`src/rtl/pwm_sequencer.sv`:
```
// PWM gate-drive sequencer: fixed-frequency PWM with soft-start/soft-stop duty ramps
// and period-boundary application of handshaked period/duty/step settings.
module pwm_sequencer #(
    parameter int CNT_WIDTH = 16
) (
    input  logic                 clk,
    input  logic                 rst_n,
    input  logic                 en,
    input  logic                 cfg_valid,
    output logic                 cfg_ready,
    input  logic [CNT_WIDTH-1:0] cfg_period,
    input  logic [CNT_WIDTH-1:0] cfg_duty,
    input  logic [CNT_WIDTH-1:0] cfg_step,
    output logic                 ctrl,
    output logic                 period_start,
    output logic [CNT_WIDTH-1:0] duty_cur,
    output logic [1:0]           state,
    output logic                 at_target
);

    localparam int W = CNT_WIDTH;
    localparam logic [W-1:0] MIN_PERIOD = W'(2);
    localparam logic [W-1:0] ZERO       = '0;
    localparam logic [W-1:0] ONE        = W'(1);

    typedef enum logic [1:0] {
        IDLE = 2'd0,
        RAMP = 2'd1,
        RUN  = 2'd2,
        STOP = 2'd3
    } state_t;

    state_t         state_q;
    state_t         state_d;
    logic [W-1:0]   cnt_q;
    logic [W-1:0]   cnt_d;
    logic [W-1:0]   duty_cur_q;
    logic [W-1:0]   duty_cur_d;
    logic [W-1:0]   period_a_q;
    logic [W-1:0]   period_a_d;
    logic [W-1:0]   duty_a_q;
    logic [W-1:0]   duty_a_d;
    logic [W-1:0]   step_a_q;
    logic [W-1:0]   step_a_d;
    logic [W-1:0]   sh_period_q;
    logic [W-1:0]   sh_period_d;
    logic [W-1:0]   sh_duty_q;
    logic [W-1:0]   sh_duty_d;
    logic [W-1:0]   sh_step_q;
    logic [W-1:0]   sh_step_d;
    logic           pending_q;
    logic           pending_d;
    logic           ctrl_q;
    logic           ctrl_d;

    logic           boundary;
    logic           xfer;
    logic           copy;
    logic [W-1:0]   cur_period;
    logic [W-1:0]   cur_target;
    logic [W-1:0]   nx_period;
    logic [W-1:0]   nx_duty;
    logic [W-1:0]   nx_step;
    logic [W-1:0]   nx_target;
    logic [W-1:0]   duty_step;

    function automatic logic [W-1:0] eff_period(input logic [W-1:0] p);
        return (p < MIN_PERIOD) ? MIN_PERIOD : p;
    endfunction

    function automatic logic [W-1:0] clamp_target(input logic [W-1:0] d,
                                                  input logic [W-1:0] p_eff);
        return (d > p_eff) ? p_eff : d;
    endfunction

    // Saturating move of cur toward tgt by stp; the sum is one bit wider so it never wraps.
    function automatic logic [W-1:0] step_toward(input logic [W-1:0] cur,
                                                 input logic [W-1:0] tgt,
                                                 input logic [W-1:0] stp);
        logic [W:0] sum;
        sum = {1'b0, cur} + {1'b0, stp};
        if (stp == ZERO) begin
            return tgt;
        end else if (cur < tgt) begin
            return (sum >= {1'b0, tgt}) ? tgt : sum[W-1:0];
        end else if (cur > tgt) begin
            return (stp >= (cur - tgt)) ? tgt : (cur - stp);
        end else begin
            return cur;
        end
    endfunction

    // ------------------------------------------------------------------
    // Datapath: clamping, boundary detection, shadow copy and duty update
    // ------------------------------------------------------------------
    always_comb begin
        cur_period = eff_period(period_a_q);
        cur_target = (state_q == STOP) ? ZERO : clamp_target(duty_a_q, cur_period);
        boundary   = (state_q != IDLE) && (cnt_q >= (cur_period - ONE));
        xfer       = cfg_valid && !pending_q;
        copy       = pending_q && ((state_q == IDLE) || boundary);

        nx_period  = copy ? sh_period_q : period_a_q;
        nx_duty    = copy ? sh_duty_q   : duty_a_q;
        nx_step    = copy ? sh_step_q   : step_a_q;
        nx_target  = (state_q == STOP) ? ZERO
                                       : clamp_target(nx_duty, eff_period(nx_period));
        duty_step  = step_toward(duty_cur_q, nx_target, nx_step);
    end

    always_comb begin
        period_a_d  = nx_period;
        duty_a_d    = nx_duty;
        step_a_d    = nx_step;
        sh_period_d = sh_period_q;
        sh_duty_d   = sh_duty_q;
        sh_step_d   = sh_step_q;
        pending_d   = pending_q;

        if (copy) begin
            pending_d = 1'b0;
        end
        if (xfer) begin
            sh_period_d = cfg_period;
            sh_duty_d   = cfg_duty;
            sh_step_d   = cfg_step;
            pending_d   = 1'b1;
        end
    end

    always_comb begin
        cnt_d      = cnt_q + ONE;
        duty_cur_d = duty_cur_q;
        if (state_q == IDLE) begin
            cnt_d      = ZERO;
            duty_cur_d = ZERO;
        end else if (boundary) begin
            cnt_d      = ZERO;
            duty_cur_d = duty_step;
        end
    end

    always_ff @(posedge clk) begin
        if (!rst_n) begin
            cnt_q       <= ZERO;
            duty_cur_q  <= ZERO;
            period_a_q  <= MIN_PERIOD;
            duty_a_q    <= ZERO;
            step_a_q    <= ZERO;
            sh_period_q <= ZERO;
            sh_duty_q   <= ZERO;
            sh_step_q   <= ZERO;
            pending_q   <= 1'b0;
            ctrl_q      <= 1'b0;
        end else begin
            cnt_q       <= cnt_d;
            duty_cur_q  <= duty_cur_d;
            period_a_q  <= period_a_d;
            duty_a_q    <= duty_a_d;
            step_a_q    <= step_a_d;
            sh_period_q <= sh_period_d;
            sh_duty_q   <= sh_duty_d;
            sh_step_q   <= sh_step_d;
            pending_q   <= pending_d;
            ctrl_q      <= ctrl_d;
        end
    end

    // ------------------------------------------------------------------
    // FSM: state register, next-state logic, output logic
    // ------------------------------------------------------------------
    always_ff @(posedge clk) begin
        if (!rst_n) begin
            state_q <= IDLE;
        end else begin
            state_q <= state_d;
        end
    end

    always_comb begin
        state_d = state_q;
        case (state_q)
            IDLE: begin
                if (en) begin
                    state_d = RAMP;
                end
            end
            RAMP: begin
                if (!en) begin
                    state_d = STOP;
                end else if (boundary && (duty_step == nx_target)) begin
                    state_d = RUN;
                end
            end
            RUN: begin
                // A new target reached in one update (step 0) keeps the FSM in RUN.
                if (!en) begin
                    state_d = STOP;
                end else if (boundary && (duty_step != nx_target)) begin
                    state_d = RAMP;
                end
            end
            STOP: begin
                if (en) begin
                    state_d = RAMP;
                end else if (boundary && (duty_step == ZERO)) begin
                    state_d = IDLE;
                end
            end
            default: begin
                state_d = IDLE;
            end
        endcase
    end

    always_comb begin
        ctrl_d       = (state_q != IDLE) && (cnt_q < duty_cur_q);
        period_start = (state_q != IDLE) && (cnt_q == ZERO);
        cfg_ready    = !pending_q;
        at_target    = (duty_cur_q == cur_target);
    end

    assign ctrl     = ctrl_q;
    assign duty_cur = duty_cur_q;
    assign state    = state_q;

endmodule

```
`config.mk`:
```
export PLATFORM = sky130hd
export DESIGN_NAME = pwm_sequencer
export DESIGN_NICKNAME = d
export VERILOG_FILES = /design/src/rtl/pwm_sequencer.sv
export SDC_FILE = /design/constraint.sdc
export NUM_CORES = 1
export LEC_CHECK = 0
export CAP_MARGIN = 20
export CORE_ASPECT_RATIO = 2
export CORE_MARGIN = 4
export CORE_UTILIZATION = 40
export DETAILED_ROUTE_END_ITERATION = 6
export PLACE_DENSITY = 0.55
export SETUP_SLACK_MARGIN = 0.2
export SYNTH_ARGS = -nofsm -noshare
export SYNTH_HDL_FRONTEND = slang
export SYNTH_SLANG_ARGS = --single-unit
```
`constraint.sdc`:
```
create_clock -name clk -period 28 [get_ports clk]
set_input_delay 5.6 -clock clk [delete_from_list [all_inputs] [get_ports clk]]
set_output_delay 5.6 -clock clk [all_outputs]
set_load 0.01 [all_outputs]
```
Word-level counts from Yosys, hierarchy flattened
Cells that the tools add are included.

storage, ports and cells
  register bits after elaboration = 132
  output and inout bits = 22
  word-level logic and storage cells = 80

operators by class
  add/sub/neg operators = 5
  $lt $le $gt $ge = 10
  eq/ne operators = 10
  mux-type cells = 24
  bitwise logic cells = 1
  reduce and logical (&&, ||, !) cells = 19

operator list
  cell                   count
  $mux 16                14
  $gt 16x16->1           3
  $logic_not 16->1       3
  $eq 16x16->1           2
  $ge 16x16->1           2
  $lt 16x16->1           2
  $lt 16x2->1 const B    2
  $sub 16x16->16         2
  $add 16x16->17         1
  $ge 17x16->1           1
  $add 16x1->16 const B  1
  $ne 16x16->1           1
  $sub 16x1->16 const B  1
  $mux 2                 7
  $logic_and 1x1->1      8
  $pmux 2 s4             1
  $ne 3x3->1 const B     2
  $eq 2x2->1 const B     2
  $reduce_and 4->1       1
  $reduce_bool 2->1      2
  $ne 3x2->1 const B     1
  $reduce_or 3->1        1
  $eq 2x1->1 const B     1
  $logic_not 2->1        1
  other kinds (6)        7

Longest topological paths before layout
Gate-level depths: netlist (run 1).

  depth after elaboration = 24
  mapped depth = 62
  depth with buffers taken out = 55

Worst setup path before layout (run 1)
OpenSTA, ideal clock, no wires.

  path kind = register -> register
  start point = register period_a_q[4]
  end point = register state_q[0], in the netlist state[0]
  arrival = 11034 ps
  required time = 27876 ps
  setup slack = 16843 ps
  cell stages (with the launch flop) = 58
  buffers on the path = 6
  path through = dfxtp_1 > clkbuf_1 > nor4_1 > nand4_1 > nand2_1 > ha_1 > nand2_1 > nor4_1 > nand3_1 > nor4_1 > xnor2_1 > ha_1 > nand4_2 > o21bai_2 > or4_4 > o21ai_2 > buf_6 > buf_6 > (+22 left out) > a21oi_1 > o21bai_1 > a21oi_1 > xor2_1 > ha_1 > nand2_1 > nor2_1 > o211ai_1 > o21ai_1 > a21oi_1 > a2bb2o_1 > and3_1 > a2111oi_2 > nand4_1 > o31ai_2 > nand3_1 > a211oi_1 > nor3_1

on the way
  elaborated cells on any way between the ends = 38
  those cells by class = add/sub (4); order compare (8); eq/ne (5); mux (12); reduce/logical (9)

RTL lines
  item                                                              RTL line       RTL
  start, declared                                                   39             logic [W-1:0] period_a_q;
  start signal, assigned                                            158            period_a_q <= period_a_d;
  $lt 16x2->1                                                       68             return (p < MIN_PERIOD) ? MIN_PERIOD : p;
  $mux 16 *                                                         68
  $sub 16x1->16 *                                                   99             boundary = (state_q != IDLE) && (cnt_q >= (cur_period - ONE));
  $ge 16x16->1 *                                                    99
  $logic_and 1x1->1 *                                               99
  $logic_or 1x1->1 *                                                101            copy = pending_q && ((state_q == IDLE) || boundary);
  $logic_and 1x1->1 *                                               101
  $mux 16 *                                                         104            nx_duty = copy ? sh_duty_q : duty_a_q;
  named net duty_a_d[4]                                             42             logic [W-1:0] duty_a_d;
  (+5 left out)                                                     n/a
  $mux 16                                                           87             return (stp >= (cur - tgt)) ? tgt : (cur - stp);
  $mux 16                                                           86             end else if (cur > tgt) begin
  $mux 16                                                           84             end else if (cur < tgt) begin
  $mux 16                                                           82             if (stp == ZERO) begin
  $ne 16x16->1 (tied with other cells)                              199            end else if (boundary && (duty_step != nx_target)) begin
  $logic_and 1x1->1 (on tied branches)                              199, 191, 206
  $ne 3x3->1 (no source line) / $ne 3x2->1 (equally long branches)  n/a
  $reduce_and 4->1 (no source line) *                               n/a
  end signal, assigned                                              176            state_q <= state_d;
  end, declared                                                     33             state_t state_q;

Mark *: on every way through the listed nets, which the timed path passes. The rest lies on a longest branch.
A chain may end at the register's enable or synchronous reset.

Worst setup path after layout (run 1)
  start point = register period_a_q[4]
  end point = register state_q[1], in the netlist state[1]

Same word-level chain as after synthesis.

==> results.sh, run 1 <==
export IMPL_root_buffer="clkbuf_16"
export IMPL_final_nets=1806
export IMPL_critPathMaxStageDelay_ps=680
export IMPL_reg2reg_slack_ps=14620
export IMPL_postSynthCellCount=1558
export IMPL_report_final_hold_viol_count=0
export IMPL_cts_sinks=132
export IMPL_insertion_delay_ps=430
export IMPL_setup_viol=0
export IMPL_drt_pass1_iterations=5
export IMPL_viasPerCell=6.050
export IMPL_hold_class="reg2reg"
export IMPL_post_cts_resized=0
export IMPL_start_util_pct=40.36
export IMPL_maxCapViolations=0
export IMPL_design_area_um2=13870
export IMPL_grt_pass1_vias=12490
export IMPL_syn_area_per_cell_um2=7.789
export IMPL_power_leakage_nw=6.027
export IMPL_io_pins=74
export IMPL_post_dp_hpwl_mm=41.20
export IMPL_drc=0
export IMPL_io_buffers=73
export IMPL_status="finished clean"
export IMPL_drive_gt1_share_pct=6.555
export IMPL_crit_arrival_ps=13700
export IMPL_synth_nets=1760
export IMPL_finalCritPeriodShare_pct=47.80
export IMPL_worst_hold_slack_ps=465.3
export IMPL_synth_edff_count=0
export IMPL_cts_tree="built"
export IMPL_grt_pass1_wl_mm=74.73
export IMPL_cpMaxStageDelayCell="nor4_1"
export IMPL_gr_total_overflow=0
export IMPL_core_area_um2=30070
export IMPL_clock_skew_ps=9.669
export IMPL_slew_headroom_pct=18.96
export IMPL_maxSlewViolCount=0
export IMPL_vias=12010
export IMPL_peakVddDrop_uv=57.29
export IMPL_cp_data_required_time_ps=28320
export IMPL_synth_seq_area_share_pct=21.78
export IMPL_antennaDiodeCount=0
export IMPL_ff2ff_path_depth=52
export IMPL_worstMarginPinSlew_ps=1213
export IMPL_drtAntennaViolNets=0
export IMPL_min_from="sh_duty_q[8]$_SDFFE_PN0P_"
export IMPL_rows=90
export IMPL_dp_cells=1951
export IMPL_async_flop_share_pct=0
export IMPL_fillers=3024
export IMPL_worst_setup_path_type="reg2reg"
export IMPL_cts_buffers_inserted=17
export IMPL_r2r_start="period_a_q[4]$_SDFF_PN0_"
export IMPL_gp_congestion=0.9708
export IMPL_yosys_register_bits=132
export IMPL_place_area_um2=13170
export IMPL_htree_levels=4
export IMPL_area_growth_pct=14.27
export IMPL_hold_buffers=0
export IMPL_cp_end_kind="flip-flop"
export IMPL_min_period_ps=13380
export IMPL_whs_path_depth=2
export IMPL_grt_max_degree=74
export IMPL_rsz0062_at_grt="no"
export IMPL_fmax_mhz=74.71
export IMPL_layout_cells_non_filler=1985
export IMPL_final_util_pct=46.12
export IMPL_p_per_area_nw_per_um2=81.42
export IMPL_wire_per_inst_um=25.31
export IMPL_setup_tns_ps=0
export IMPL_grt_usage_pct=29.84
export IMPL_critPathMaxFanout=47
export IMPL_dieArea_um2=33360
export IMPL_synthFlopType="dfxtp_1"
export IMPL_die_width_um=131.2
export IMPL_syn_area_um2=12140
export IMPL_antenna_found_initial=1
export IMPL_drtIter0Drc=664
export IMPL_path_clk_slew_ps=60
export IMPL_r2r_end="state[1]$_SDFFE_PN0P_"
export IMPL_synth_cell_types=93
export IMPL_worstHoldEndpoint="sh_duty_q[8]$_SDFFE_PN0P_"
export IMPL_die_h_um=254.3
export IMPL_start_kind="flip-flop"
export IMPL_wl_mm=50.25
export IMPL_cts_setup_buffers=0
export IMPL_clock_path_buffers=2
export IMPL_yosys_warnings=0
## metal layers
layer	wire, µm	GRT usage, %	share of wire (%)
met3	1907	4.362	3.8
met5	0	0	0
met4	6347	31.42	13
met2	26610	58.08	53
met1	15390	24.32	31
## logic make-up after synthesis
kind of cell / synth area share (%)
buf+inv: 5.763
xor+xnor: 5.341
fa+ha+maj: 15.65
simple gates: 24.14
flops: 21.78
compound gates: 21.98
mux: 5.351
## registers in the layout, indices dropped and copies added, names as in the netlist, 2 cells and up
register,cells
step_a_q,16
cnt_q,16
duty_a_q,16
sh_step_q,16
sh_duty_q,16
period_a_q,16
duty_cur,16
state,2
sh_period_q,16
## metrics by stage
step                total power [mW]  setup WS (ps)
floorplan                     0.6605          16840
global placement              0.8539          15190
detailed placement            0.8554          14910
CTS                            1.119          14850
global route                   1.186          13290
finish                         1.129          14620
## cell usage after synthesis (5+ instances only)
library cell | number | area, µm²
mux2i_1 | 48 | 480.5
mux4_2 | 5 | 112.6
nor2_1 | 119 | 446.7
a31oi_1 | 9 | 56.30
o31ai_1 | 5 | 37.54
o21a_1 | 8 | 60.06
ha_1 | 147 | 1839
xor2_1 | 16 | 140.1
dfxtp_1 | 132 | 2643
nand2b_1 | 13 | 81.33
o211ai_1 | 17 | 127.6
o21ai_0 | 50 | 250.2
nand3_1 | 29 | 145.1
o21bai_1 | 5 | 37.54
or3_1 | 11 | 68.82
xnor2_1 | 58 | 508.0
o22a_1 | 5 | 43.79
nor2b_1 | 46 | 287.8
o22ai_1 | 12 | 75.07
a21o_1 | 27 | 202.7
or2_2 | 5 | 31.28
nand2_1 | 218 | 818.3
and2_1 | 22 | 137.6
nor4_1 | 34 | 212.7
a211oi_1 | 26 | 195.2
mux2_2 | 5 | 56.30
a2bb2oi_1 | 7 | 61.31
buf_4 | 5 | 37.54
buf_1 | 6 | 22.52
buf_2 | 6 | 30.03
a21boi_0 | 50 | 375.4
nand4_1 | 30 | 187.7
and3_1 | 5 | 31.28
inv_1 | 96 | 360.4
a21oi_1 | 90 | 450.4
nor3_1 | 40 | 200.2
buf_6 | 5 | 56.30
clkbuf_1 | 45 | 168.9
## worst max-delay path, delay by kind of cell (launching register included)
kind,cells,cell delay [ps]
compound gates,19,4160
xor+xnor,2,320
fa+ha+maj,5,1440
buf+inv,3,870
flops,1,380
mux,3,890
simple gates,20,5150
## area by class of cell
class,count,area (µm²),share of cell area (%)
flip-flops and latches,132,2643,19.06
clock inverters,14,245.2,1.768
repair buffers,95,903.4,6.515
clock buffers,18,429.2,3.095
well taps,368,460.4,3.320
multi-input cells,1261,8822,63.62
inverters,97,364.1,2.626
## how the worst max path moves through the flow
| stage | startpoint | slack, ps | to |
|---|---|---|---|
| 6_report | period_a_q[4]$_SDFF_PN0_ | 14620 | state[1]$_SDFFE_PN0P_ |
| 3_5_place_dp | period_a_q[4]$_SDFF_PN0_ | 14910 | state[0]$_SDFFE_PN0P_ |
| 5_1_grt | period_a_q[7]$_SDFF_PN0_ | 13290 | state[0]$_SDFFE_PN0P_ |
| 4_1_cts | period_a_q[4]$_SDFF_PN0_ | 14850 | state[1]$_SDFFE_PN0P_ |
| 2_1_floorplan | period_a_q[4]$_SDFF_PN0_ | 16840 | state[0]$_SDFFE_PN0P_ |
| 3_3_place_gp | period_a_q[4]$_SDFF_PN0_ | 15190 | state[0]$_SDFFE_PN0P_ |
## cells in the final DEF (no fill, tap or decap), drive strengths merged, types with 15 or more instances in the layout
| cell | netlist | layout |
|---|---|---|
| nand2 | 218 | 218 |
| ha | 147 | 147 |
| dfxtp | 132 | 132 |
| nor2 | 121 | 121 |
| inv | 96 | 101 |
| a21oi | 92 | 92 |
| clkdlybuf4s50 | 0 | 72 |
| xnor2 | 58 | 58 |
| o21ai | 53 | 53 |
| a21boi | 50 | 50 |
| mux2i | 48 | 48 |
| nor2b | 46 | 46 |
| nor3 | 41 | 41 |
| nor4 | 35 | 35 |
| nand4 | 32 | 32 |
| nand3 | 30 | 30 |
| a211oi | 28 | 28 |
| a21o | 27 | 27 |
| and2 | 23 | 23 |
| buf | 23 | 23 |
| o211ai | 21 | 21 |
| clkbuf | 45 | 18 |
| xor2 | 16 | 16 |
| nand2b | 15 | 15 |
## report_power, final
| group | internal, mW | switching, mW |
|---|---|---|
| Sequential | 0.197 | 0.0143 |
| Combinational | 0.236 | 0.424 |
| Clock | 0.168 | 0.0900 |
| Total | 0.601 | 0.528 |
No activity file was read; power rests on OpenSTA's default activity.
==> run 2: changes to the inputs <==
- clock period: 28 -> 14 ns (I/O delays scaled with it)
==> run 2 against run 1 <==
The run now ends with design-rule violations left; non-clock buffer count rose by 6; sequential share of layout area fell by 0.13 points; critical path depth rose by 1; global-route usage rose by 0.31 points; worst hold slack improved by 1.5 ps; sequential power rose by 100%; register-to-register slack got worse by 13000 ps; first-iteration DRC count rose by 17%; largest power group unchanged.
==> results.sh, run 2 (synthesized netlist as in run 1, its figures left out) <==
export IMPL_place_area_um2=13180
export IMPL_cp_data_required_time_ps=14320
export IMPL_htree_levels=4
export IMPL_fillers=3073
export IMPL_die_width_um=131.2
export IMPL_finalCritPeriodShare_pct=90.66
export IMPL_final_common_cell="nand2_1"
export IMPL_peakVddDrop_uv=110.5
export IMPL_wl_met3_mm=2.280
export IMPL_insertion_delay_ps=450
export IMPL_io_pins=74
export IMPL_worstHoldEndpoint="sh_duty_q[13]$_SDFFE_PN0P_"
export IMPL_wl_met1_mm=16.08
export IMPL_cpMostUsedCell="a21oi_1"
export IMPL_gp_congestion=1.022
export IMPL_r2r_start="period_a_q[4]$_SDFF_PN0_"
export IMPL_grt_pass1_wl_mm=74.62
export IMPL_setup_slack_ps=1307
export IMPL_design_area_um2=13960
export IMPL_violations="design-rule violations"
export IMPL_critPathMaxFanout=23
export IMPL_final_nets=1813
export IMPL_grt_pass1_vias=12110
export IMPL_dieArea_um2=33360
export IMPL_layout_common_cells="nand2_1, ha_1, dfxtp_1"
export IMPL_dp_cells=1953
export IMPL_path_clk_slew_ps=60
export IMPL_worst_hold_slack_ps=466.8
export IMPL_min_from="sh_duty_q[13]$_SDFFE_PN0P_"
export IMPL_setup_viol=0
export IMPL_rsz0062_at_grt="no"
export IMPL_rows=90
export IMPL_met2_length_mm=26.26
export IMPL_setup_tns_ps=0
export IMPL_hold_class="reg2reg"
export IMPL_start_util_pct=40.36
export IMPL_antennaDiodeCount=0
export IMPL_grt_max_degree=99
export IMPL_start_kind="flip-flop"
export IMPL_reg2reg_slack_ps=1310
export IMPL_viasPerCell=6.093
export IMPL_maxSlewViolCount=0
export IMPL_cts_tree="built"
export IMPL_p_per_area_nw_per_um2=161.9
export IMPL_maxCapViolations=0
export IMPL_drtIter0Drc=778
export IMPL_antenna_found_initial=0
export IMPL_drc=5
export IMPL_report_final_hold_viol_count=0
export IMPL_layout_cells_non_filler=1992
export IMPL_worstMarginPinSlew_ps=1244
export IMPL_drt_pass1_iterations=7
export IMPL_area_growth_pct=15.07
export IMPL_status="finished with violations"
export IMPL_grt_usage_pct=30.16
export IMPL_vias=12140
export IMPL_gr_total_overflow=0
export IMPL_die_h_um=254.3
export IMPL_critPathMaxStageDelay_ps=590
export IMPL_crit_arrival_ps=13020
export IMPL_wire_per_inst_um=25.78
export IMPL_drive_gt1_share_pct=7.204
export IMPL_highest_layer="met4"
export IMPL_io_buffers=73
export IMPL_min_period_ps=12690
export IMPL_ff2ff_path_depth=53
export IMPL_wl_mm=51.35
export IMPL_core_area_um2=30070
export IMPL_r2r_end="state[0]$_SDFFE_PN0P_"
export IMPL_root_buffer="clkbuf_16"
export IMPL_cts_buffers_inserted=17
export IMPL_hold_buffers=0
export IMPL_power_leakage_nw=6.057
export IMPL_pre_cts_ws_ps=780.6
export IMPL_clock_path_buffers=2
export IMPL_post_dp_hpwl_mm=41.23
export IMPL_fmax_mhz=78.79
export IMPL_whs_path_depth=2
export IMPL_slew_headroom_pct=16.86
export IMPL_drtAntennaViolNets=0
export IMPL_clock_skew_ps=13.18
export IMPL_cp_end_kind="flip-flop"
export IMPL_cpMaxStageDelayCell="or4_4"
export IMPL_worst_setup_path_type="reg2reg"
export IMPL_cts_sinks=132
[run 2: cell count changes in the layout (fill, tap and decap cells not counted), moves of 2 or more]
| cell | delta |
|---|---|
| inv_6 | -3 |
| buf_4 | +4 |
| nor4_1 | -4 |
| clkbuf_1 | +2 |
| nor4_2 | +4 |
| buf_12 | +2 |
[run 2: how the worst max path moves through the flow]
stage	from	endpoint	slack (ps)	depth (start not counted)
finish	period_a_q[4]$_SDFF_PN0_	state[0]$_SDFFE_PN0P_	1310	53
global route	period_a_q[4]$_SDFF_PN0_	state[0]$_SDFFE_PN0P_	220	54
detailed placement	period_a_q[4]$_SDFF_PN0_	state[0]$_SDFFE_PN0P_	780	52
global placement	period_a_q[4]$_SDFF_PN0_	state[0]$_SDFFE_PN0P_	1050	52
floorplan	period_a_q[4]$_SDFF_PN0_	state[0]$_SDFFE_PN0P_	2840	57
CTS	period_a_q[4]$_SDFF_PN0_	state[0]$_SDFFE_PN0P_	700	52
[run 2: final cells by class]
class	instances	area, µm²	area share (%)
multi-input combinational	1262	8885	63.62
sequential	132	2643	18.92
timing repair buffer	101	973.4	6.971
tap	368	460.4	3.297
clock buffer	20	436.7	3.127
inverter	97	364.1	2.607
clock inverter	12	202.7	1.451
[run 2: metrics by stage]
stage / power (mW) / util, %
after detailed placement: 1.709 / 43.84
after global placement: 1.712 / 43.84
after global routing: 2.371 / 46.45
after floorplan: 1.321 / -
after CTS: 2.220 / 45.96
final: 2.261 / 46.45
[run 2: critical path, delay by kind of cell, from the launching register on]
kind	cells	cell delay (ps)
xor+xnor	2	360
fa+ha+maj	5	1410
buf+inv	2	400
flops	1	390
simple gates	18	4350
mux	1	120
compound gates	25	5520
[run 2: report_power, final]
part	switching (mW)	internal (mW)
Sequential	0.0291	0.393
Clock	0.184	0.317
Combinational	0.863	0.476
Total	1.08	1.19
[run 2: what timing repair did]
| action | in CTS | in global routing |
|---|---|---|
| resized for setup | 0 | 9 |
| setup buffers | 0 | 4 |
| endpoints found under the setup margin | 0 | 2 |
[run 2: metal layers]
layer  vias up  GRT usage (%)
met2       487          56.61
met1      5706          25.78
met3       250          4.659
li1       5694              -
met4         0          32.59
met5         -              0
==> run 3: changes to the inputs <==
- CORE_MARGIN: 4 -> 1
- GPL_TIMING_DRIVEN: not set -> 0
- SETUP_SLACK_MARGIN: 0.2 -> 0.02
==> run 3 against run 2 <==
The flow now finishes without violations; clock skew fell by 4.4 ps; total power increased by 1.9%; count of clock-buffer cells in the layout down 3; first-iteration DRC count shrank 18%; worst setup slack got worse by 560 ps; critical path type unchanged; highest routed layer unchanged.
==> results.sh, run 3 (synthesized netlist as in run 1, its figures left out) <==
export IMPL_grt_pass1_wl_mm=73.97
export IMPL_cts_buffers_inserted=17
export IMPL_cpMaxStageDelayCell="or4_4"
export IMPL_viasPerCell=5.941
export IMPL_clock_path_buffers=2
export IMPL_slew_headroom_pct=29.65
export IMPL_min_from="sh_duty_q[14]$_SDFFE_PN0P_"
export IMPL_ff2ff_path_depth=58
export IMPL_status="finished clean"
export IMPL_power_internal_mw=1.186
export IMPL_core_area_um2=29620
export IMPL_critPathMaxStageDelay_ps=530
export IMPL_antenna_found_initial=0
export IMPL_path_depth=58
export IMPL_crit_arrival_ps=13580
export IMPL_grtUsageMet2_pct=64.33
export IMPL_antennaDiodeCount=0
export IMPL_reg2reg_slack_ps=750
export IMPL_wl_mm=49.69
export IMPL_drt_pass1_iterations=7
export IMPL_worstMarginPinSlew_ps=1047
export IMPL_area_growth_pct=16.32
export IMPL_die_width_um=125.2
export IMPL_clock_skew_ps=8.819
export IMPL_hold_buffers=0
export IMPL_worst_path_buf_inv=7
export IMPL_final_util_pct=47.66
export IMPL_die_h_um=248.3
export IMPL_final_common_cell="nand2_1"
export IMPL_use_met3_pct=4.167
export IMPL_power_total_mw=2.304
export IMPL_dieArea_um2=31080
export IMPL_io_buffers=72
export IMPL_grtUsageMet1_pct=27.36
export IMPL_io_pins=74
export IMPL_worstHoldEndpoint="sh_duty_q[14]$_SDFFE_PN0P_"
export IMPL_report_final_hold_viol_count=0
export IMPL_p_sw_share_pct=48.53
export IMPL_start_util_pct=40.97
export IMPL_cp_data_required_time_ps=14330
export IMPL_rsz0062_at_grt="no"
export IMPL_gp_congestion=0.9947
export IMPL_worst_setup_path_type="reg2reg"
export IMPL_fmax_mhz=75.46
export IMPL_grt_usage_pct=32.71
export IMPL_root_buffer="clkbuf_16"
export IMPL_layout_common_cells="nand2_1, ha_1, dfxtp_1"
export IMPL_cp_top_family="compound AO/OA/AOI/OAI gates"
export IMPL_htree_levels=4
export IMPL_clkPwrFrac_pct=20.9
export IMPL_grt_max_degree=17
export IMPL_setup_viol=0
export IMPL_drtAntennaViolNets=0
export IMPL_p_per_area_nw_per_um2=163.2
export IMPL_cts_sinks=132
export IMPL_wire_per_inst_um=24.43
export IMPL_hold_class="reg2reg"
export IMPL_maxSlewViolCount=0
export IMPL_path_clk_slew_ps=60
export IMPL_rows=89
export IMPL_combinationalPowerShare_pct=60.8
export IMPL_vias=12090
export IMPL_start_kind="flip-flop"
export IMPL_seqPwrFrac_pct=18.3
export IMPL_grt_busiest_layer="met2"
export IMPL_r2r_end="state[0]$_SDFFE_PN0P_"
export IMPL_gr_total_overflow=0
export IMPL_cts_tree="built"
export IMPL_fillers=3040
export IMPL_netSwitchingPower_mw=1.118
export IMPL_final_nets=1859
export IMPL_peakVddDrop_uv=114.7
export IMPL_drc=0
export IMPL_finalCritPeriodShare_pct=94.66
export IMPL_post_dp_hpwl_mm=41.56
export IMPL_maxCapViolations=0
export IMPL_whs_path_depth=2
export IMPL_setup_tns_ps=0
export IMPL_cp_end_kind="flip-flop"
export IMPL_grt_pass1_vias=12350
export IMPL_power_leakage_nw=6.088
export IMPL_insertion_delay_ps=450
export IMPL_min_period_ps=13250
export IMPL_drtIter0Drc=637
export IMPL_critPathMaxFanout=10
export IMPL_drive_gt1_share_pct=7.545
export IMPL_r2r_start="period_a_q[4]$_SDFF_PN0_"
==> run 3: timing repair <==
item | CTS | global route
endpoints found under the setup margin | 5 | 5
pin swaps | 1 | 2
gates resized for setup | 9 | 23
setup buffers | 1 | 5
==> run 3: worst register-to-register path: cells and delay by family (launching register included) <==
kind	cells	cell delay, ps
DFF	1	290
adders and majority gates	5	1370
buffers and inverters	7	1700
xor gates and xnor gates	2	390
and+or+nand+nor	22	4610
AOI/OAI and AO/OA	21	4670
muxes	1	120
==> run 3: final cells by class <==
class | count | area [µm²] | area share [%]
multi-input cells | 1261 | 8909 | 63.11
inverters | 97 | 364.1 | 2.579
plain buffers | 68 | 347.8 | 2.464
repair buffers | 80 | 778.2 | 5.513
clock inverters | 15 | 193.9 | 1.374
well taps | 364 | 455.4 | 3.226
clock buffers | 17 | 425.4 | 3.014
flip-flops and latches | 132 | 2643 | 18.72
==> run 3: worst max path at each step <==
stage	end	from	slack, ps
after floorplan	state[0]$_SDFFE_PN0P_	period_a_q[4]$_SDFF_PN0_	2840
after global placement	state[0]$_SDFFE_PN0P_	period_a_q[4]$_SDFF_PN0_	-870
after detailed placement	state[0]$_SDFFE_PN0P_	period_a_q[4]$_SDFF_PN0_	-910
after CTS	state[0]$_SDFFE_PN0P_	period_a_q[4]$_SDFF_PN0_	50
after global routing	state[1]$_SDFFE_PN0P_	period_a_q[4]$_SDFF_PN0_	90
final	state[0]$_SDFFE_PN0P_	period_a_q[4]$_SDFF_PN0_	750
==> run 3: metal layers <==
layer  wire length, µm  vias up
li1                  -     5773
met1             15580     5693
met2             26870      416
met3              1735      203
met4              5507        0
met5                 0        -
==> run 3: stage by stage <==
| step | setup slack (ps) | hold WS, ps | cell area, µm² | instances |
|---|---|---|---|---|
| floorplan | 2843 | 441.0 | 12140 | 1558 |
| global placement | -870.1 | 459.3 | 13310 | 1994 |
| detailed placement | -905.2 | 461.0 | 13330 | 1995 |
| CTS | 49.41 | 469.7 | 14000 | 2028 |
| global route | 90.89 | 478.0 | 14120 | 2034 |
| finish | 747.1 | 466.7 | 14120 | 2034 |
==> run 3: power by group through the flow <==
stage               registers [mW]  logic, mW  clock network (mW)
detailed placement           0.429       1.32                   0
floorplan                    0.417      0.904                   0
global placement             0.429       1.32                   0
global route                 0.423       1.49               0.504
finish                       0.422       1.40               0.482
CTS                          0.421       1.34               0.488
